File: config.mk
export PLATFORM = sky130hd
export DESIGN_NAME = fetch_unit
export DESIGN_NICKNAME = d
export VERILOG_FILES = /design/src/rtl/fetch_pkg.sv /design/src/rtl/fetch_unit_inst_fifo.sv /design/src/rtl/fetch_unit.sv
export SDC_FILE = /design/constraint.sdc
export NUM_CORES = 1
export LEC_CHECK = 0
export CAP_MARGIN = 10
export CORE_ASPECT_RATIO = 1.2
export CORE_MARGIN = 4
export CORE_UTILIZATION = 52
export DETAILED_ROUTE_END_ITERATION = 8
export PLACE_DENSITY = 0.88
export SLEW_MARGIN = 0
export SYNTH_ARGS = -nofsm -noshare
export SYNTH_HDL_FRONTEND = slang
export SYNTH_SLANG_ARGS = --single-unit
File: constraint.sdc
create_clock -name clk -period 7 [get_ports clk]
set_clock_uncertainty 0.2 [all_clocks]
set_input_delay 0.7 -clock clk [delete_from_list [all_inputs] [get_ports clk]]
set_output_delay 0.7 -clock clk [all_outputs]
set_load 0.02 [all_outputs]
File: src/rtl/fetch_pkg.sv
// Shared types for the instruction fetch stage: FSM states, buffered
// instruction entries and the default buffer depth.
package fetch_pkg;

  typedef enum logic [1:0] {
    IDLE = 2'd0,
    WAIT = 2'd1,
    DROP = 2'd2
  } fetch_state_t;

  typedef struct packed {
    logic [31:0] inst;
    logic [31:0] pc;
  } fetch_entry_t;

  localparam int FETCH_DEPTH_DEF = 2;

endpackage

File: src/rtl/fetch_unit_inst_fifo.sv
// Circular instruction buffer between fetch and decode. Pointers wrap
// naturally because DEPTH is a power of two.
module inst_fifo #(
  parameter int  DEPTH   = 2,
  parameter type entry_t = logic [63:0]
) (
  input  logic   clk,
  input  logic   clr_n,
  input  logic   push,
  input  logic   pop,
  input  logic   flush,
  input  entry_t din,
  output logic   full,
  output logic   empty,
  output entry_t head
);

  localparam int PW = $clog2(DEPTH);

  logic [PW-1:0] wr_ptr_q;
  logic [PW-1:0] rd_ptr_q;
  logic [PW:0]   count_q;
  entry_t        mem_q [DEPTH];
  logic          do_pop;

  assign full   = (count_q == (PW+1)'(DEPTH));
  assign empty  = (count_q == '0);
  assign do_pop = pop & ~empty;
  assign head   = mem_q[rd_ptr_q];

  always_ff @(posedge clk) begin
    if (!clr_n || flush) begin
      wr_ptr_q <= '0;
      rd_ptr_q <= '0;
      count_q  <= '0;
    end else begin
      if (push)   wr_ptr_q <= wr_ptr_q + 1'b1;
      if (do_pop) rd_ptr_q <= rd_ptr_q + 1'b1;
      case ({push, do_pop})
        2'b10:   count_q <= count_q + 1'b1;
        2'b01:   count_q <= count_q - 1'b1;
        default: count_q <= count_q;
      endcase
    end
  end

  // Storage is data only; validity comes from the pointers and count.
  always_ff @(posedge clk) begin
    if (push) mem_q[wr_ptr_q] <= din;
  end

  // The fetch FSM reserves a slot before requesting, so overflow is a design bug.
  a_no_overflow: assert property (@(posedge clk) disable iff (!clr_n) !(push && full));

endmodule

File: src/rtl/fetch_unit.sv
// Instruction fetch: issues one word read at a time, tracks the outstanding
// response and buffers PC-tagged instructions toward decode.
module fetch_unit
  import fetch_pkg::*;
#(
  parameter int DEPTH = FETCH_DEPTH_DEF
) (
  input  logic        clk,
  input  logic        clr_n,
  input  logic [31:0] fetch_pc,
  output logic        pc_advance,
  input  logic        redirect,
  output logic        imem_req,
  output logic [31:0] imem_addr,
  input  logic        imem_gnt,
  input  logic        imem_rvalid,
  input  logic [31:0] imem_rdata,
  output logic        inst_valid,
  output logic [31:0] inst,
  output logic [31:0] inst_pc,
  input  logic        inst_ready
);

  fetch_state_t state_q, state_d;
  logic [31:0]  pend_pc_p0;
  logic         push;
  logic         fifo_full;
  logic         fifo_empty;
  fetch_entry_t push_entry;
  fetch_entry_t head_entry;

  assign imem_addr  = fetch_pc;
  assign push_entry = '{inst: imem_rdata, pc: pend_pc_p0};

  always_comb begin
    state_d    = state_q;
    push       = 1'b0;
    // A request from IDLE never has a slot reserved, so a free slot suffices.
    imem_req   = clr_n & (state_q == IDLE) & ~redirect & ~fifo_full;
    pc_advance = imem_req & imem_gnt;
    case (state_q)
      IDLE: begin
        if (pc_advance) state_d = WAIT;
      end
      WAIT: begin
        if (imem_rvalid) begin
          push    = ~redirect;
          state_d = IDLE;
        end else if (redirect) begin
          state_d = DROP;
        end
      end
      DROP: begin
        if (imem_rvalid) state_d = IDLE;
      end
      default: state_d = IDLE;
    endcase
  end

  always_ff @(posedge clk) begin
    if (!clr_n) begin
      state_q    <= IDLE;
      pend_pc_p0 <= '0;
    end else begin
      state_q <= state_d;
      if (pc_advance) pend_pc_p0 <= fetch_pc;
    end
  end

  inst_fifo #(
    .DEPTH   (DEPTH),
    .entry_t (fetch_entry_t)
  ) u_fifo (
    .clk   (clk),
    .clr_n (clr_n),
    .push  (push),
    .pop   (inst_valid & inst_ready),
    .flush (redirect),
    .din   (push_entry),
    .full  (fifo_full),
    .empty (fifo_empty),
    .head  (head_entry)
  );

  assign inst_valid = ~fifo_empty;
  assign inst       = head_entry.inst;
  assign inst_pc    = head_entry.pc;

endmodule

==> impl_metrics.tcl <==
set metrics [dict create \
    grt_use_total 0.182 \
    fin_ws_ns 2.42 \
    cts_root_buffer "clkbuf_16" \
    postRouteAntennaNets 0 \
    cts_hold_buf 0 \
    fp.dieW_um 109 \
    synth_cell_types 28 \
    overflow 0 \
    synth.most_common_cell "edfxtp_1" \
    area_delta_synth_final_pct 33.2 \
    design_area_mm2 0.00852 \
    drt_iter0_markers 162 \
    dieArea_mm2 0.0142 \
    final_nets 618 \
    grt_max_degree 49 \
    layout_min_cycle_time_ns 4.58 \
    num_vias 3730 \
    grt_antenna_before_repair 0 \
    hold_viol 0 \
    hpwlAfterDp_um 8760 \
    ys.flop_type "edfxtp_1" \
    worstPathArrival_ns 3.68 \
    crit_slowest_cell "clkdlybuf4s50_1" \
    dr.pass1.iters 4 \
    crit_buf_inv 2 \
    post-route-period-util 0.654 \
    grt_pass1_vias 3766 \
    power_density_mw_per_mm2 242 \
    synth_top_cell_by_area "edfxtp_1" \
    reg2reg_slack_ns 4.26 \
    power.total_mw 2.06 \
    syn_inst 411 \
    crit_type "input pin to primary output" \
    core_area_mm2 0.0121 \
    drive_above_1_share 0.186 \
    die_y_um 130 \
    yosys-top-cells-area "edfxtp_1 (60%), dfxtp_1 (12%), mux2_2 (11%)" \
    async_flop_share 0 \
    ys_ff_latch 167 \
    cts.sinks 167 \
    vias_per_cell 5.17 \
    syn-cell-area_mm2 0.00640 \
    finalSetupViolCount 0 \
    io_pins 169 \
    gp_routability_congestion 0.714 \
    avgSynthCellArea_um2 15.6 \
    drv_slew 0 \
    leakage_nw 2.90 \
    port-buffer-count 168 \
    seq_area_frac_synth 0.723 \
    maxSlewHeadroom 0.220 \
    irDropWorstVdd_v 0.000145 \
    wl_per_cell_um 17.8 \
    start_util 0.531 \
    status "finished, final reports clean" \
    cts_made_buffers 17 \
    wl_um 12900 \
    htree_levels 4 \
    path_cells "clkdlybuf4s50_1, and3_1, clkdlybuf4s50_1" \
    row_count 44 \
    path_clk_slew_ns 0.06 \
    drc_errors 0 \
    path_common_cell "clkdlybuf4s50_1" \
    critPathLaunchType "input pin" \
    place_worst_setup_slack_ns 2.43 \
    max_freq_ghz 0.218 \
    n_antenna_cell 0 \
    synth-edff-count 128 \
    cts_setup_buffers 0 \
    maxCapViolCount 0 \
    yosys-top-cells-count "edfxtp_1 (128), mux2_2 (64), dfxtp_1 (39)" \
    yosys_warnings 0 \
    worstSetupEndpointType "primary output" \
    cp_max_fo 34 \
    worst_pin_slew_ns 1.17 \
    grt_pass1_wl_um 19200 \
    rsz0062_at_grt "false" \
    path_delay_family "buffers and inverters" \
    synth_nets 482 \
    setup_tns_ns 0 \
    synth.top_cell.area_share 0.601 \
    cts.repair.resized 0 \
    clk_path_buf_depth 2 \
    crit_required_ns 6.10 \
    cts_tree "built" \
    fillerInstances 768 \
    slowest_delay_ns 1.11 \
    insertion_delay_ns 0.41 \
    post_dp_cell_area_mm2 0.00797 \
    hp-class "flip-flop to flip-flop" \
]
-- cell families after synthesis --
kind of cell | count (synthesis) | share of synthesized area
flip-flops | 167 | 0.723
buffers and inverters | 57 | 0.0559
AO/OA/AOI/OAI | 30 | 0.0242
XOR/XNOR | 4 | 0.00548
multiplexers | 71 | 0.124
adder cells (fa/ha/maj) | 1 | 0.00195
AND/OR/NAND/NOR | 81 | 0.0663
-- worst paths after layout --
check / start / end / cells past startpoint
worst max register to register: state_q[0] / u_fifo.mem_q[0][18] / 4
worst min register to register: pend_pc_p0[24] / u_fifo.mem_q[1][24] / 0
worst max-delay path: imem_gnt / pc_advance / 3
worst min-delay path: pend_pc_p0[24] / u_fifo.mem_q[1][24] / 0
-- final cells by class --
| class | instances | area (um^2) | share of cell area |
|---|---|---|---|
| flip-flops and latches | 167 | 4630 | 0.543 |
| repair buffers | 173 | 1710 | 0.201 |
| multi-input cells | 187 | 1430 | 0.167 |
| clock buffers | 18 | 429 | 0.0503 |
| well taps | 161 | 201 | 0.0236 |
| clock inverters | 14 | 124 | 0.0145 |
| inverters | 1 | 3.75 | 0.000440 |
-- cell usage in the layout, fill, tap and decap left out, drive strengths merged, types with 2 or more instances in the layout --
cell	count
o21ai	27
clkinvlp	4
buf	6
nor2	5
nand2	38
inv	6
clkdlybuf4s50	167
and2	2
clkinv	4
nor4b	2
o21a	2
nand4	26
clkbuf	18
edfxtp	128
mux2i	7
nand2b	2
dfxtp	39
xnor2	3
mux2	64
-- registers in the layout, summed over array words and instances, names as in the netlist, named ones only --
signal and count:
pend_pc_p0 32, state_q 2, u_fifo.count_q 2, u_fifo.mem_q 128, u_fifo.rd_ptr_q 1, u_fifo.wr_ptr_q 1
-- power by group --
part	switching (mW)	total (mW)	internal (mW)	leakage (nW)
Sequential	0.00835	1.09	1.08	1.54
Clock	0.370	0.861	0.492	0.261
Combinational	0.0533	0.117	0.0635	1.10
-- routing by layer --
| layer | vias to the layer above | track usage | routed length, um |
|---|---|---|---|
| li1 | 1783 | - | - |
| met1 | 1794 | 0.207 | 4910 |
| met2 | 140 | 0.320 | 6720 |
| met3 | 13 | 0.0648 | 1090 |
| met4 | 0 | 0.0558 | 150 |
| met5 | - | 0 | 0 |
-- metrics by stage --
stage | std cells | utilization | hold slack (ns)
after floorplan | 411 | - | 0.225
after global placement | 689 | 0.661 | 0.232
after detailed placement | 689 | 0.661 | 0.241
after CTS | 721 | 0.707 | 0.255
after global routing | 721 | 0.707 | 0.269
final | 721 | 0.707 | 0.254
-- worst register-to-register path, stage by stage (launching register included) --
cell,delay (ns)
dfxtp_1,0.43
nor4bb_1,0.48
inv_1,0.19
nor2_4,0.43
buf_4,0.61
No activity file was read; power rests on OpenSTA's default activity.
